[config.mk]
export PLATFORM = sky130hd
export DESIGN_NAME = cla_pipe_adder
export DESIGN_NICKNAME = d
export VERILOG_FILES = /design/src/rtl/cla_pipe_adder.sv
export SDC_FILE = /design/constraint.sdc
export NUM_CORES = 1
export LEC_CHECK = 0
export CORE_MARGIN = 2
export CORE_UTILIZATION = 59
export CTS_BUF_LIST = sky130_fd_sc_hd__clkbuf_8
export CTS_CLUSTER_DIAMETER = 80
export DETAILED_ROUTE_END_ITERATION = 8
export HOLD_SLACK_MARGIN = 0.08
export PLACE_DENSITY = 0.95
export SYNTH_ARGS = -nofsm -noshare
export SYNTH_HDL_FRONTEND = slang
export SYNTH_SLANG_ARGS = --single-unit
[constraint.sdc]
create_clock -name clk -period 6.9 [get_ports clk]
set_clock_uncertainty 0.05 [all_clocks]
set_input_delay 0.69 -clock clk [delete_from_list [all_inputs] [get_ports clk]]
set_output_delay 0.69 -clock clk [all_outputs]
set_load 0.05 [all_outputs]
[src/rtl/cla_pipe_adder.sv]
// ---------------------------------------------------------------------------
// cla_pipe_adder
// Two-stage pipelined carry-lookahead adder/subtractor with valid/ready
// handshake on both sides and a sideband tag that travels with each op.
//   Stage 1 registers the operands, the effective B operand, the carry-in and
//   the per-group propagate/generate terms.
//   Stage 2 resolves the inter-group carries with a flat lookahead, forms the
//   bit sums and registers sum/cout/ovf/zero/out_tag.
// Ports:
//   clk, rst_n            clock (rising edge), async active-low reset
//   in_valid / in_ready   input handshake
//   a, b, cin, sub        operands; sub=1 computes a-b and ignores cin
//   in_tag / out_tag      sideband tag, returned unchanged
//   out_valid / out_ready output handshake
//   sum, cout, ovf, zero  result, carry-out (no-borrow for sub), signed
//                         overflow, sum==0
// ---------------------------------------------------------------------------
module cla_pipe_adder #(
  parameter int WIDTH = 32,
  parameter int GROUP = 4,
  parameter int TAG_W = 4
) (
  input  logic             clk,
  input  logic             rst_n,
  input  logic             in_valid,
  output logic             in_ready,
  input  logic [WIDTH-1:0] a,
  input  logic [WIDTH-1:0] b,
  input  logic             cin,
  input  logic             sub,
  input  logic [TAG_W-1:0] in_tag,
  output logic             out_valid,
  input  logic             out_ready,
  output logic [WIDTH-1:0] sum,
  output logic             cout,
  output logic             ovf,
  output logic             zero,
  output logic [TAG_W-1:0] out_tag
);

  localparam int NG = WIDTH / GROUP;

  generate
    if ((WIDTH % GROUP) != 0 || GROUP < 2 || GROUP > 8 || WIDTH < GROUP || TAG_W < 1) begin : g_bad_params
      $error("cla_pipe_adder: illegal WIDTH/GROUP/TAG_W combination");
    end
  endgenerate

  // ---------------- handshake ----------------
  logic s1_valid_q;
  logic out_valid_q;
  logic adv2_s, adv1_s, acc_s, ld2_s;

  assign adv2_s   = ~out_valid_q | out_ready;
  assign adv1_s   = ~s1_valid_q | adv2_s;
  assign acc_s    = in_valid & adv1_s;
  assign ld2_s    = s1_valid_q & adv2_s;
  assign in_ready = adv1_s;

  // ---------------- stage 1 combinational ----------------
  logic [WIDTH-1:0] b_eff_s;
  logic             c0_s;
  logic [WIDTH-1:0] p1_s, g1_s;
  logic [NG-1:0]    gp_d, gg_d;

  assign b_eff_s = sub ? ~b : b;
  assign c0_s    = sub ? 1'b1 : cin;
  assign p1_s    = a ^ b_eff_s;
  assign g1_s    = a & b_eff_s;

  // Group propagate (AND of bit propagates) and group generate (in-group chain)
  always_comb begin
    gp_d = '1;
    gg_d = '0;
    for (int k = 0; k < NG; k++) begin
      for (int j = 0; j < GROUP; j++) begin
        gp_d[k] = gp_d[k] & p1_s[k*GROUP+j];
        gg_d[k] = g1_s[k*GROUP+j] | (p1_s[k*GROUP+j] & gg_d[k]);
      end
    end
  end

  // ---------------- stage 1 registers ----------------
  // sub is not kept: it is fully folded into b_eff_q and c0_q.
  logic [WIDTH-1:0] a_q, b_eff_q;
  logic             c0_q;
  logic [TAG_W-1:0] tag_q;
  logic [NG-1:0]    gp_q, gg_q;

  // Stage-1 valid and operand/lookahead registers
  always_ff @(posedge clk or negedge rst_n) begin
    if (!rst_n) begin
      s1_valid_q <= 1'b0;
      a_q        <= '0;
      b_eff_q    <= '0;
      c0_q       <= 1'b0;
      tag_q      <= '0;
      gp_q       <= '0;
      gg_q       <= '0;
    end else begin
      s1_valid_q <= acc_s | (s1_valid_q & ~adv2_s);
      if (acc_s) begin
        a_q     <= a;
        b_eff_q <= b_eff_s;
        c0_q    <= c0_s;
        tag_q   <= in_tag;
        gp_q    <= gp_d;
        gg_q    <= gg_d;
      end
    end
  end

  // ---------------- stage 2 combinational ----------------
  logic [WIDTH-1:0] p2_s, g2_s;
  logic [NG:0]      gc_s;     // group carry-ins, gc_s[NG] is carry out of MSB
  logic [WIDTH-1:0] bc_s;     // per-bit carry-ins
  logic [WIDTH-1:0] sum_d;
  logic             cout_d, ovf_d, zero_d;
  logic             term_s, prod_s, chain_s;

  assign p2_s = a_q ^ b_eff_q;
  assign g2_s = a_q & b_eff_q;

  // Flat lookahead: C[k+1] = c0&P0..Pk | OR_j (G_j & P_{j+1}..P_k)
  always_comb begin
    gc_s    = '0;
    gc_s[0] = c0_q;
    term_s  = 1'b0;
    prod_s  = 1'b0;
    for (int k = 0; k < NG; k++) begin
      term_s = c0_q;
      for (int m = 0; m <= k; m++) begin
        term_s = term_s & gp_q[m];
      end
      for (int j = 0; j <= k; j++) begin
        prod_s = gg_q[j];
        for (int m = j + 1; m <= k; m++) begin
          prod_s = prod_s & gp_q[m];
        end
        term_s = term_s | prod_s;
      end
      gc_s[k+1] = term_s;
    end
  end

  // In-group bit carries seeded from each group's carry-in, then bit sums
  always_comb begin
    bc_s    = '0;
    chain_s = 1'b0;
    for (int k = 0; k < NG; k++) begin
      chain_s = gc_s[k];
      for (int j = 0; j < GROUP; j++) begin
        bc_s[k*GROUP+j] = chain_s;
        chain_s = g2_s[k*GROUP+j] | (p2_s[k*GROUP+j] & chain_s);
      end
    end
  end

  assign sum_d  = p2_s ^ bc_s;
  assign cout_d = gc_s[NG];
  assign ovf_d  = bc_s[WIDTH-1] ^ gc_s[NG];
  assign zero_d = ~|sum_d;

  // ---------------- stage 2 registers ----------------
  logic [WIDTH-1:0] sum_q;
  logic             cout_q, ovf_q, zero_q;
  logic [TAG_W-1:0] out_tag_q;

  // Output valid and result registers; results hold while stalled
  always_ff @(posedge clk or negedge rst_n) begin
    if (!rst_n) begin
      out_valid_q <= 1'b0;
      sum_q       <= '0;
      cout_q      <= 1'b0;
      ovf_q       <= 1'b0;
      zero_q      <= 1'b0;
      out_tag_q   <= '0;
    end else begin
      out_valid_q <= ld2_s | (out_valid_q & ~out_ready);
      if (ld2_s) begin
        sum_q     <= sum_d;
        cout_q    <= cout_d;
        ovf_q     <= ovf_d;
        zero_q    <= zero_d;
        out_tag_q <= tag_q;
      end
    end
  end

  assign out_valid = out_valid_q;
  assign sum       = sum_q;
  assign cout      = cout_q;
  assign ovf       = ovf_q;
  assign zero      = zero_q;
  assign out_tag   = out_tag_q;

endmodule
==> results of run 1 <==
## worst paths after layout
check / endpoint / slack, ns / depth (start not counted) / start
max: zero / 2.74 / 13 / gp_q[2]
min: sum[20] / 0.27 / 1 / rst_n
min reg2reg: sum[3] / 0.44 / 2 / sum[3]
max in group asynchronous: a_q[2] / 5.24 / 2 / rst_n
min in group clk: sum[3] / 0.44 / 2 / sum[3]
max reg2reg: zero / 2.74 / 13 / gp_q[2]
## final cells by class
| type | count | area, um^2 |
|---|---|---|
| clock buffers | 18 | 248 |
| clock inverters | 14 | 191 |
| fillers | 639 | 2360 |
| inverters | 1 | 3.75 |
| multi-input cells | 325 | 3100 |
| flip-flops and latches | 126 | 3150 |
| well taps | 136 | 170 |
| repair buffers | 115 | 1140 |
## kinds of logic (layout without fill, tap and decap cells)
logic type | after synthesis | after routing | share of synthesized area
compound gates | 63 | 63 | 0.0604
xor+xnor | 48 | 48 | 0.0663
fa+ha+maj | 56 | 56 | 0.139
buf+inv | 21 | 148 | 0.0152
flops | 126 | 126 | 0.497
mux | 96 | 96 | 0.170
simple gates | 62 | 62 | 0.0519
## sequential cells by signal, indices dropped and copies added, names as in the netlist, 4 cells and up
name	flops
a_q	32
b_eff_q	32
sum	32
gg_q	8
gp_q	8
out_tag	4
tag_q	4
## metal layers
layer / vias to the layer above / wire, um
li1: 1909 / -
met1: 2168 / 5950
met2: 153 / 7850
met3: 33 / 746
met4: 0 / 406
met5: - / 0
## per-stage QoR
step / hold WS [ns] / setup slack [ns] / util / cell area, um^2
after floorplan: 0.344 / 3.16 / - / 6340
after global placement: 0.420 / 3.02 / 0.730 / 7570
after detailed placement: 0.432 / 2.91 / 0.730 / 7570
after CTS: 0.295 / 2.77 / 0.773 / 8010
after global routing: 0.325 / 2.63 / 0.773 / 8010
final: 0.271 / 2.74 / 0.773 / 8010
## power by group through the flow
stage / Combinational (mW) / Clock [mW] / Sequential, mW
final: 1.26 / 0.705 / 1.07
after global routing: 1.33 / 0.745 / 1.09
after CTS: 1.27 / 0.707 / 1.07
after detailed placement: 1.24 / 0 / 1.08
after global placement: 1.21 / 0 / 1.07
after floorplan: 0.432 / 0 / 1.42
## cell usage in the layout, fill, tap and decap left out, drive strengths merged, types with 10 or more instances in the layout
master	netlist	routed
nand4	11	11
nand2	31	31
mux2	96	96
o21ai	27	27
a21o	22	22
a21oi	10	10
fa	24	24
ha	32	32
xor2	40	40
clkbuf	4	18
dfrtp	126	126
clkdlybuf4s50	0	112
==> results.yml, run 1 <==
outcome:
  outcome: "completed"
yosys:
  synth_area_leader_cell: "dfrtp_1"
  ys_warn_count: 0
  yosysTopAreaCellShare: 0.497
  ys_ff_latch: 126
  synth_commonest_cells: "126 x dfrtp_1, 96 x mux2_2, 40 x xor2_1, 32 x ha_1, 31 x nand2_1"
  yosysMostFrequentCell: "dfrtp_1"
  synth.area.top_cells: "dfrtp_1 50%, mux2_2 17%, fa_1 7.6%"
  synth_flop_cell: "dfrtp_1"
  yosysUniqueCellTypes: 30
  netlist_area_um2: 6340
  async_reset_ff_frac: 1.00
  postSynthAreaPerCell_um2: 13.4
  yosysSeqAreaShare: 0.497
  synth_edf_count: 0
  synth_cells: 472
  synth_nets: 602
cts:
  hold_buffers: 0
  cts-root-buf: "clkbuf_8"
  htreeDepth: 4
  cts_buffer_depth: 2
  clkLatencyLatePin_ns: 0.45
  ctsResizeCount: 0
  cts_made_buffers: 17
  tritoncts: "done"
  cts.sinks: 126
  cts_setup_buffers: 0
  clk_pin_slew_ns: 0.08
detailed_routing:
  routed_wl_um: 15000
  wl_per_cell_um: 20.3
  drc: 0
  drtPass1Iterations: 4
  dr.first_iter.drc_count: 232
  routed_via_density: 5.80
  vias: 4263
  antenna_left: 0
worst_setup_path:
  crit_path_end_kind: "register"
  crit_buf_inv: 0
  crit_top_cell: "fa_1"
  critPathMaxFanout: 4
  worstPathArrival_ns: 4.47
  critical_path.max_stage_delay_ns: 0.49
  crit_type: "register to register"
  path_cells: "a21oi_1 > o21ai_0 > or3_4 > a21o_1 > a21o_1 > fa_1 > fa_1 > fa_1 > xor2_1 > xnor2_1 > nand4_1 > or4_1 > o21ai_1"
  startpoint_type: "register"
  slowest_stage: "or4_1"
  crit_family: "adder cells"
  cp_data_required_time_ns: 7.21
floorplanning:
  fp-row-count: 37
  coreArea_um2: 10400
  start_util: 0.612
  ios: 115
  die_area_um2: 11600
  die_h_um: 108
  die_w_um: 108
power:
  p_per_area_nw_per_um2: 380
  ir_drop_mv: 0.215
  p_leak_nw: 3.50
  internal_power_mw: 1.85
  sequentialPowerShare: 0.353
  p_clk_frac: 0.232
  finalPower_mw: 3.04
  p_sw_frac: 0.393
  p_sw_mw: 1.20
  comb_power_share: 0.415
global_routing:
  met2_usage: 0.472
  met3_usage: 0.0642
  grt_max_degree: 103
  first_global_vias: 4548
  grt_use_met1: 0.337
  grt_overflow: 0
  antenna_found_initial: 0
  grt-busiest-layer: "met2"
  grt_usage: 0.276
  grt_first_pass_wirelength_um: 23500
sta:
  rsz0062_at_grt: "no"
  hold_viol_final: 0
  relSlewSlack: 0.190
  fmax_mhz: 240
  setup_viol: 0
  slew_viol_final: 0
  worst_pin_slew_ns: 1.21
  fin_crit_sh: 0.603
  tns_ns: 0
  finalCriticalPeriod_ns: 4.16
finish:
  diodes: 0
  stdcell_count: 735
  drive_gt1_frac: 0.230
  area_growth_pct: 26.3
  fin_nets: 716
placement:
  dpl.cell_count: 703
  io_buffers: 114
  gp_congestion: 0.852
  dpl.hpwl_um: 10500
flow_run:
  maxCapViolCount: 0
worst_hold_path:
  min_path_type: "primary input to asynchronous set/reset pin"
No activity file was read; power rests on OpenSTA's default activity.
==> run 2: changes to the inputs <==
CORE_UTILIZATION = 55   (was 59)
clock period = 4 ns   (was 6.9 ns; I/O delays follow)
==> run 2 against run 1 <==
  * Final area rose by 0.55%
  * Total power is 71% higher
  * First-iteration DRC count down 5.6%
  * Critical endpoint unchanged
==> results.yml, run 2 (synthesized netlist as in run 1, its figures left out) <==
finish:
  diodes: 0
  multi_input_area_um2: 3120
  layout_common_cells: "126 x dfrtp_1, 112 x clkdlybuf4s50_1, 96 x mux2_2"
  fillers: 749
  register_area_um2: 3150
  fin_nets: 721
  drive_gt1_frac: 0.237
  area_growth_pct: 27.0
  final_common_cell: "dfrtp_1"
  stdcell_count: 746
  postLayoutCellArea_um2: 8060
placement:
  gp_congestion: 0.846
  io_buffers: 114
  dpl-instance-area_um2: 7600
  dpl.cell_count: 713
  dp_slack_ns: -0.0603
  dpl.hpwl_um: 10900
global_routing:
  grt-busiest-layer: "met2"
  met3_usage: 0.0691
  grt_use_met1: 0.309
  grt_usage: 0.252
  first_global_vias: 4741
  antenna_found_initial: 0
  grt_overflow: 0
  grt_max_degree: 88
  met2_usage: 0.422
  grt_first_pass_wirelength_um: 24200
cts:
  tritoncts: "done"
  cts_buffer_depth: 2
  cts_made_buffers: 17
  cts.sinks: 126
  clkLatencyLatePin_ns: 0.44
  clk_pin_slew_ns: 0.07
  cts-root-buf: "clkbuf_8"
  htreeDepth: 4
worst_setup_path:
  critPathMaxFanout: 3
  worstPathArrival_ns: 4.25
  crit_type: "register to register"
  cp_data_required_time_ns: 4.31
  startpoint_type: "register"
  rr_worst_depth: 13
  crit_path_end_kind: "register"
power:
  p_leak_nw: 3.55
  ir_drop_mv: 0.442
  p_per_area_nw_per_um2: 645
  finalPower_mw: 5.19
detailed_routing:
  drtPass1Iterations: 4
  drc: 0
  vias: 4238
  routed_via_density: 5.68
  antenna_left: 0
  dr.first_iter.drc_count: 219
  routed_wl_um: 14900
  wl_per_cell_um: 19.9
sta:
  setup_ws_ns: 0.0539
  rsz0062_at_grt: "yes"
  hold_viol_final: 0
  setup_viol: 0
  fin_crit_sh: 0.987
  fmax_mhz: 253
  hold_ws_ns: 0.453
  slew_viol_final: 0
  worst_pin_slew_ns: 1.12
  finalCriticalPeriod_ns: 3.95
  relSlewSlack: 0.249
worst_hold_path:
  worstHoldPathCells: 2
  min_path_type: "register to register"
floorplanning:
  die_w_um: 111
  die_h_um: 111
  die_area_um2: 12400
  fp-row-count: 39
  coreArea_um2: 11300
  start_util: 0.560
  ios: 115
outcome:
  outcome: "completed"
flow_run:
  maxCapViolCount: 0
run 2: final timing paths:
| kind | from | end | slack, ns |
|---|---|---|---|
| setup / recovery | c0_q | zero | 0.05 |
| hold / removal | sum[15] | sum[15] | 0.45 |
| setup reg to reg | c0_q | zero | 0.05 |
| hold reg to reg | sum[15] | sum[15] | 0.45 |
| max in group asynchronous | rst_n | a_q[6] | 2.45 |
| min in group asynchronous | rst_n | sum[28] | 0.49 |
run 2: per-stage QoR:
| stage | TNS, ns | utilization |
|---|---|---|
| finish | 0 | 0.712 |
| global route | -0.0585 | 0.712 |
| CTS | 0 | 0.710 |
| detailed placement | -0.0603 | 0.672 |
| global placement | 0 | 0.672 |
| floorplan | 0 | - |
run 2: critical path: stages, from the launching register on:
cell	delay (ns)
dfrtp_1	0.41
a21o_1	0.20
and3_4	0.18
or3_4	0.35
a21o_1	0.20
a21o_1	0.20
fa_2	0.34
fa_2	0.37
fa_2	0.40
xor2_1	0.17
xnor2_1	0.20
nand4_1	0.15
or4_4	0.51
o21ai_2	0.13
run 2: final cells by class:
| type | count | share of cell area |
|---|---|---|
| inverter | 1 | 0.000466 |
| clock buffer | 22 | 0.0376 |
| sequential | 126 | 0.391 |
| multi-input combinational | 325 | 0.387 |
| tap | 143 | 0.0222 |
| clock inverter | 9 | 0.0144 |
| timing repair buffer | 120 | 0.147 |
run 2: routing by layer:
| layer | share of wire | up-vias | wire length (um) |
|---|---|---|---|
| met5 | 0 | - | 0 |
| met3 | 0.062 | 42 | 924 |
| met4 | 0.035 | 0 | 519 |
| li1 | - | 1903 | - |
| met2 | 0.51 | 156 | 7570 |
| met1 | 0.39 | 2137 | 5840 |
run 2: repair_timing:
action | CTS | global route
setup endpoints to repair | 1 | 1
resized for setup | 2 | 4
setup buffers | 0 | 1
endpoints found under the hold margin | 53 | 0
hold buffers | 1 | 0
pin swaps | 0 | 5
run 2: where the power goes:
group	internal [mW]	switching (mW)	total, mW
logic	0.894	1.29	2.18
clock network	0.686	0.476	1.16
registers	1.60	0.244	1.85
